[src/rtl/mem_rd_arb.sv]
// mem_rd_arb: round-robin arbiter sharing one memory read port among NREQ requesters,
// with per-port holding registers, same-address merging and an in-flight read cap.
module mem_rd_arb #(
    parameter int NREQ    = 3,
    parameter int MAX_OUT = 4
) (
    input  logic               clk,
    input  logic               reset_n,
    input  logic [NREQ-1:0]    req_re,
    input  logic [16*NREQ-1:0] req_raddr,
    output logic [NREQ-1:0]    req_full,
    output logic [NREQ-1:0]    req_gnt,
    output logic               mem_re,
    output logic [15:0]        mem_raddr,
    input  logic               mem_ready,
    output logic               idle,
    output logic               err
);
    localparam int PW = $clog2(NREQ);
    localparam logic [3:0] MAX_C = 4'(MAX_OUT);
    localparam logic [PW-1:0] LAST = PW'(NREQ - 1);

    logic [NREQ-1:0] pend_v_q, pend_v_d;
    logic [15:0]     pend_a_q [NREQ];
    logic [15:0]     pend_a_d [NREQ];
    logic [PW-1:0]   rr_q, rr_d;
    logic [3:0]      out_cnt_q, out_cnt_d;
    logic [7:0]      grace_q, grace_d;
    logic            err_q, err_d;
    logic            mem_re_q, mem_re_d;
    logic [15:0]     mem_raddr_q, mem_raddr_d;
    logic [NREQ-1:0] req_gnt_q, req_gnt_d;
    logic [PW-1:0]   idx, win;
    logic [NREQ-1:0] hit;
    logic            found, issue, overrun, underflow;

    always_comb begin
        found = 1'b0;
        win = '0;
        idx = '0;
        for (int k = 0; k < NREQ; k++) begin
            idx = PW'((int'(rr_q) + k) % NREQ);
            if (!found && pend_v_q[idx]) begin
                found = 1'b1;
                win = idx;
            end
        end
        issue = |pend_v_q && (out_cnt_q < MAX_C || mem_ready);
        overrun = 1'b0;
        for (int j = 0; j < NREQ; j++) begin
            hit[j] = pend_v_q[j] && pend_a_q[j] == pend_a_q[win];
            pend_v_d[j] = (pend_v_q[j] && !(issue && hit[j])) || req_re[j];
            pend_a_d[j] = (req_re[j] && (!pend_v_q[j] || (issue && hit[j])))
                        ? req_raddr[16*j +: 16] : pend_a_q[j];
            overrun = overrun || (req_re[j] && pend_v_q[j] && !(issue && hit[j]));
        end
        // A response with nothing counted is only a protocol error once the post-reset window has expired
        underflow = mem_ready && !issue && out_cnt_q == 4'd0 && grace_q == 8'd0;
        out_cnt_d = (issue && !mem_ready) ? out_cnt_q + 4'd1
                  : (!issue && mem_ready && out_cnt_q != 4'd0) ? out_cnt_q - 4'd1 : out_cnt_q;
        err_d = err_q || overrun || underflow;
        rr_d = issue ? ((win == LAST) ? '0 : win + 1'b1) : rr_q;
        mem_re_d = issue;
        mem_raddr_d = issue ? pend_a_q[win] : 16'h0000;
        req_gnt_d = issue ? hit : '0;
        grace_d = (grace_q != 8'd0) ? grace_q - 8'd1 : 8'd0;
    end

    always_ff @(posedge clk) begin
        if (!reset_n) begin
            pend_v_q    <= '0;
            pend_a_q    <= '{default: '0};
            rr_q        <= '0;
            out_cnt_q   <= '0;
            grace_q     <= 8'd128;
            err_q       <= 1'b0;
            mem_re_q    <= 1'b0;
            mem_raddr_q <= '0;
            req_gnt_q   <= '0;
        end else begin
            pend_v_q    <= pend_v_d;
            pend_a_q    <= pend_a_d;
            rr_q        <= rr_d;
            out_cnt_q   <= out_cnt_d;
            grace_q     <= grace_d;
            err_q       <= err_d;
            mem_re_q    <= mem_re_d;
            mem_raddr_q <= mem_raddr_d;
            req_gnt_q   <= req_gnt_d;
        end
    end

    assign req_full  = pend_v_q;
    assign req_gnt   = req_gnt_q;
    assign mem_re    = mem_re_q;
    assign mem_raddr = mem_raddr_q;
    assign err       = err_q;
    assign idle      = !(|pend_v_q) && out_cnt_q == 4'd0 && !mem_re_q;
endmodule

[config.mk]
export PLATFORM = sky130hd
export DESIGN_NAME = mem_rd_arb
export DESIGN_NICKNAME = d
export VERILOG_FILES = /design/src/rtl/mem_rd_arb.sv
export SDC_FILE = /design/constraint.sdc
export NUM_CORES = 1
export LEC_CHECK = 0
export CORE_ASPECT_RATIO = 1.25
export CORE_MARGIN = 2
export CORE_UTILIZATION = 45
export CTS_CLUSTER_DIAMETER = 150
export CTS_CLUSTER_SIZE = 24
export DETAILED_ROUTE_END_ITERATION = 16
export GPL_TIMING_DRIVEN = 0
export PLACE_DENSITY = 0.71
export SYNTH_ARGS = -nofsm -noshare
export SYNTH_HDL_FRONTEND = slang
export SYNTH_SLANG_ARGS = --single-unit
[constraint.sdc]
create_clock -name clk -period 4.15 [get_ports clk]
set_clock_uncertainty 0.05 [all_clocks]
set_input_delay 0.83 -clock clk [delete_from_list [all_inputs] [get_ports clk]]
set_output_delay 0.83 -clock clk [all_outputs]
set_load 0.02 [all_outputs]
# Word-level counts from Yosys, hierarchy flattened
# Cells that the tools add are included.
# classes
multipliers,0
bitwise_logic,1
n_div,3
order_cmp,5
eq_ne,4
muxes,18
add_sub_neg,6
n_reduce_logical,59
shifts,0
# ops
operator,count
$mod 32x3->32 const B,2
$eq 16x16->1,3
$bmux 16 s2,1
$mod 3x3->32 const B,1
$mux 16,2
$logic_and 1x1->1,28
$logic_not 1->1,12
$logic_or 1x1->1,11
$lt 2x3->1 const B,3
$logic_not 8->1,1
$mux 2,4
$mux 4,2
$mux 8,1
$reduce_bool 8->1,1
$sub 8x1->8 const B,1
$bmux 1 s2,3
$mux 1,5
$add 4x1->4 const B,1
$logic_not 4->1,1
$lt 4x3->1 const B,1
$reduce_and 2->1,2
$reduce_bool 4->1,1
$sub 4x1->4 const B,1
$add 2x1->3 const B,1
other kinds (7),7
# totals
romBits,0
reg_bits,86
ramBits,0
latch_bits,0
inputBits,54
word_cells,108
out_inout_bits,25
memories,0

# Depth between registers and ports, before layout
# logic_depth
word_depth,23
depth_mapped,15
depth_no_buf,12

# Least setup slack after synthesis
# OpenSTA, ideal clock, no wires.
# synth_timing
kind,reg2reg
start,register rr_q[0]
end,register pend_a_q[0] in the netlist's numbering
setup_ns,0.072
stages_incl_launch_ff,16
required_time_ns,4.028
period_less_slack_ns,3.946
setup_slack_ns,0.204
path_buffers,3
arrival_time_ns,3.824
path_cell_list,dfxtp_1 > inv_1 > ha_1 > nand2b_1 > or4_1 > and2_1 > clkbuf_1 > a21oi_4 > buf_2 > mux2i_1 > nor2_1 > a2111oi_4 > nand4_2 > a221oi_4 > buf_8 > mux2i_1
# synth_via
elab_chain_cells,19
word_cells_on_any_way,29
cone_classes,add/sub (2); div (3); eq/ne (1); mux (14); bitwise (1); reduce/logical (8)
# synth_rtl
item,line,text
from (decl),26,"logic [PW-1:0] rr_q, rr_d;"
from (signal assigned),83,rr_q <= rr_d;
branches (longest 9 deep; another with $mod 32x3->32),-,
$mux 2 (*),43,if (!found && pend_v_q[idx]) begin
$not 2->3 (not written as such) (*),51,hit[j] = pend_v_q[j] && pend_a_q[j] == pend_a_q[win];
$bmux 16 s2 (*),51,
$mux 16 (not written as such) (*) (2 in series),51,
$eq 16x16->1 (*),51,
$logic_and 1x1->1 (*),51,
$logic_and 1x1->1 (*),53,pend_a_d[j] = (req_re[j] && (!pend_v_q[j] || (issue && hit[j])))
$logic_or 1x1->1 (*),53,
$logic_and 1x1->1 (*),53,
to (signal assigned),82,pend_a_q <= pend_a_d;
to (decl),24,logic [15:0] pend_a_q [NREQ];
# Every way passes the cells marked *. The select of a mux whose other input is x is not followed.
# A chain may end at the register's enable or synchronous reset.

# Final worst setup path
# layout_timing
start,register rr_q[0]
end,register pend_a_q[2] in the netlist's numbering
# Same word-level chain as after synthesis.

==> summary.txt <==
Outcome
  – Status: finished clean

Clocking
  – Worst-Skew Late Latency: 340 ps
  – Clock Path Buffers: 2
  – CTS clk-pin slew, worst paths: 60 ps
  – Clk sinks: 86
  – TritonCTS buffer count: 9
  – Root buf cell: clkbuf_16
  – TritonCTS clock tree: yes
  – H-tree depth: 3

Synth
  – Synth warnings: 0
  – EDFF count, synth: 0
  – Synth Instances: 611
  – Distinct cells, synth: 68
  – Seq cells post-synth: 86
  – Syn Nets: 674
  – Post-synth ARST share: 0%
  – Top FF cell, synth: dfxtp_1
  – Synthesized area: 5020 sq um
  – Syn avg cell area: 8.22 sq um
  – Sequential share of the synthesized area: 34.3%

Finish
  – Non-Filler Instances: 850
  – Design area: 6450 sq um
  – Register area: 1730 sq um
  – Multi-input gate area: 3060 sq um
  – Nets@finish: 773
  – Layout area overhead: 28.3%
  – Layout cell share with drive strength beyond 1: 8.95%
  – Filler cells: 1027
  – N_diodes: 0

Critical path
  – Crit path launch type: register
  – Worst Path Arrival: 4270 ps
  – Worst setup path class: register to register
  – CP Capture Type: register
  – Critical Path RT: 4370 ps
  – Crit Path Max Fanout: 10

Timing
  – Max_slew headroom: 55.9%
  – Max-slew violation count: 0
  – Endpoints failing hold: 0
  – Highest clock rate: 247 MHz
  – Final min period: 4050 ps
  – Unrepaired setup endpoints after global routing: false
  – Fin worst setup slack: 95.6 ps
  – Final period util: 97.7%
  – Worst slew pin tran: 661 ps
  – Setup violations, final: 0

Global routing
  – Tot GR Track Use: 26.1%
  – Global-route wire length before repair: 24.3 mm
  – Pin count of the biggest net entering global routing: 14
  – Initial antenna violation count: 0
  – GRT overflow: 0
  – Vias in the first global route: 4619

Pwr
  – Clock network power share: 18.2%
  – Reg power frac: 27.2%
  – Pwr Total: 0.00432 W
  – Reported net switching power: 0.00183 W
  – P_leak: 2.56 nW
  – Comb pwr share: 54.6%
  – Max rail drop VDD: 376 uV
  – Internal: 0.00249 W
  – Power Dens Cells: 670 nW/um^2
  – Sw Ratio: 42.4%

Place
  – Dpl hpwl: 12.3 mm
  – Buffers on Ports: 77
  – Area after DPL: 5960 sq um
  – Post-place setup slack: -664 ps
  – Routability cong.: 0.953
  – # placed instances: 823

Detailed routing
  – Final wirelength: 16.0 mm
  – WL/cell: 18.8 microns
  – Via density: 5.84
  – Drt first pass iters: 6
  – DRC violation total after the first TritonRoute iteration: 363
  – Vias: 4961
  – Final antenna-violating net count: 0
  – Drt drc: 0

Floorplanning
  – DIE HEIGHT: 122 microns
  – Die X: 98.5 microns
  – Starting Density: 45.8%
  – # rows: 43
  – Core footprint: 11000 sq um
  – # IOs: 79
  – Die Area: 12000 sq um

Min path
  – Type of the tightest min-delay check: register to register

Flow run
  – # Max-Cap Violations: 0
[per-stage QoR]
stage / setup TNS, ps / utilization, % / hold WS (ps)
after detailed placement: -14860 / 54.3 / 415
final: 0 / 58.8 / 420
after CTS: 0 / 58.2 / 429
after global placement: -13240 / 54.3 / 394
after floorplan: 0 / - / 376
after global routing: 0 / 58.8 / 447
[cell families after synthesis]
family | share of synthesized area [%]
AO/OA/AOI/OAI | 19.9
flip-flops | 34.3
adder cells (fa/ha/maj) | 2.39
multiplexers | 10.0
AND/OR/NAND/NOR | 20.0
XOR/XNOR | 7.15
buffers and inverters | 6.18
[registers in the layout (all words and copies together), names as in the netlist]
signal and count:
out_cnt_q 4, err 1, pend_a_q 48, mem_raddr 16, mem_re 1, req_full 3
grace_q 8, req_gnt 3, rr_q 2
[power by group through the flow]
| stage | clock [W] | combinational (W) | sequential [W] |
|---|---|---|---|
| after floorplan | 0 | 0.00145 | 0.00120 |
| after global placement | 0 | 0.00206 | 0.00118 |
| after detailed placement | 0 | 0.00210 | 0.00118 |
| after CTS | 0.000798 | 0.00226 | 0.00117 |
| after global routing | 0.000831 | 0.00251 | 0.00119 |
| final | 0.000787 | 0.00236 | 0.00118 |
[critical path: stages (launching register included)]
cell and delay, ps:
dfxtp_4 370, inv_2 60, ha_4 260, nand2b_1 170, o32a_4 350, a211o_4 360
a211oi_4 280, buf_4 150, buf_6 140, a21oi_1 90, a2111oi_2 360, and4_1 310
nand4_2 180, a221oi_4 380, buf_4 190, buf_8 120, mux2i_1 180
[synth_stat cells, drive strengths merged (11+ instances only)]
cell,count,area share (%)
a211oi,20,3.6
a21oi,31,3.3
a221oi,11,2.3
buf,12,1.6
clkbuf,28,2.1
dfxtp,86,34
inv,33,2.5
mux2i,47,9.4
nand2,75,5.6
nand3,22,2.2
nor2,64,4.8
o21ai,27,2.7
xnor2,19,3.3
xor2,22,3.8
[repair_timing]
| item | in CTS | in global routing |
|---|---|---|
| setup endpoints to repair | 35 | 48 |
| hold buffers | 0 | 0 |
| gates resized for setup | 13 | 12 |
| gates cloned | 1 | 0 |
| pin swaps | 6 | 8 |
| buffers inserted | 8 | 4 |
[per-layer routing]
| metal | track usage [%] | vias to the layer above | part of all wire (%) |
|---|---|---|---|
| met2 | 45.5 | 234 | 49 |
| met5 | 0 | - | 0 |
| met3 | 4.25 | 50 | 6.9 |
| li1 | - | 2356 | - |
| met1 | 31.8 | 2321 | 40 |
| met4 | 11.1 | 0 | 4.5 |
[cell usage in the layout (no fill, tap or decap), types with 3 or more instances in the layout]
master            n
dfxtp_1          85
clkdlybuf4s50_1  77
nand2_1          73
nor2_1           64
mux2i_1          46
inv_1            31
clkbuf_1         30
a21oi_1          30
o21ai_0          26
xor2_1           22
nand3_1          22
xnor2_1          19
a211oi_1         17
buf_4            12
a221oi_1         10
nor3_1            9
o22ai_1           9
clkbuf_16         9
nand2b_1          8
ha_1              6
nand4_1           5
nor4_1            5
buf_2             4
nor2b_1           4
a21boi_0          4
and2_1            4
buf_6             4
or3_1             3
or4_1             3
nand3b_1          3
a211oi_4          3
a22oi_1           3
mux2_2            3
[layout make-up]
class | instances | area share, %
Sequential cell | 86 | 26.8
Inverter | 33 | 1.92
Clock inverter | 3 | 0.698
Timing Repair Buffer | 90 | 13.9
Multi-Input combinational cell | 452 | 47.5
Buffer | 38 | 2.87
Clock buffer | 13 | 3.73
Tap cell | 135 | 2.62
[worst paths after layout]
check | startpoint | to | cells after the start | slack [ps]
hold reg to reg | grace_q[0]$_SDFF_PN0_ | grace_q[0]$_SDFF_PN0_ | 1 | 420
hold / removal | grace_q[0]$_SDFF_PN0_ | grace_q[0]$_SDFF_PN0_ | 1 | 420
setup / recovery | rr_q[0]$_SDFFE_PN0P_ | pend_a_q[2]$_SDFFE_PN0P_ | 16 | 100
setup reg to reg | rr_q[0]$_SDFFE_PN0P_ | pend_a_q[2]$_SDFFE_PN0P_ | 16 | 100
No activity file was read; power rests on OpenSTA's default activity.
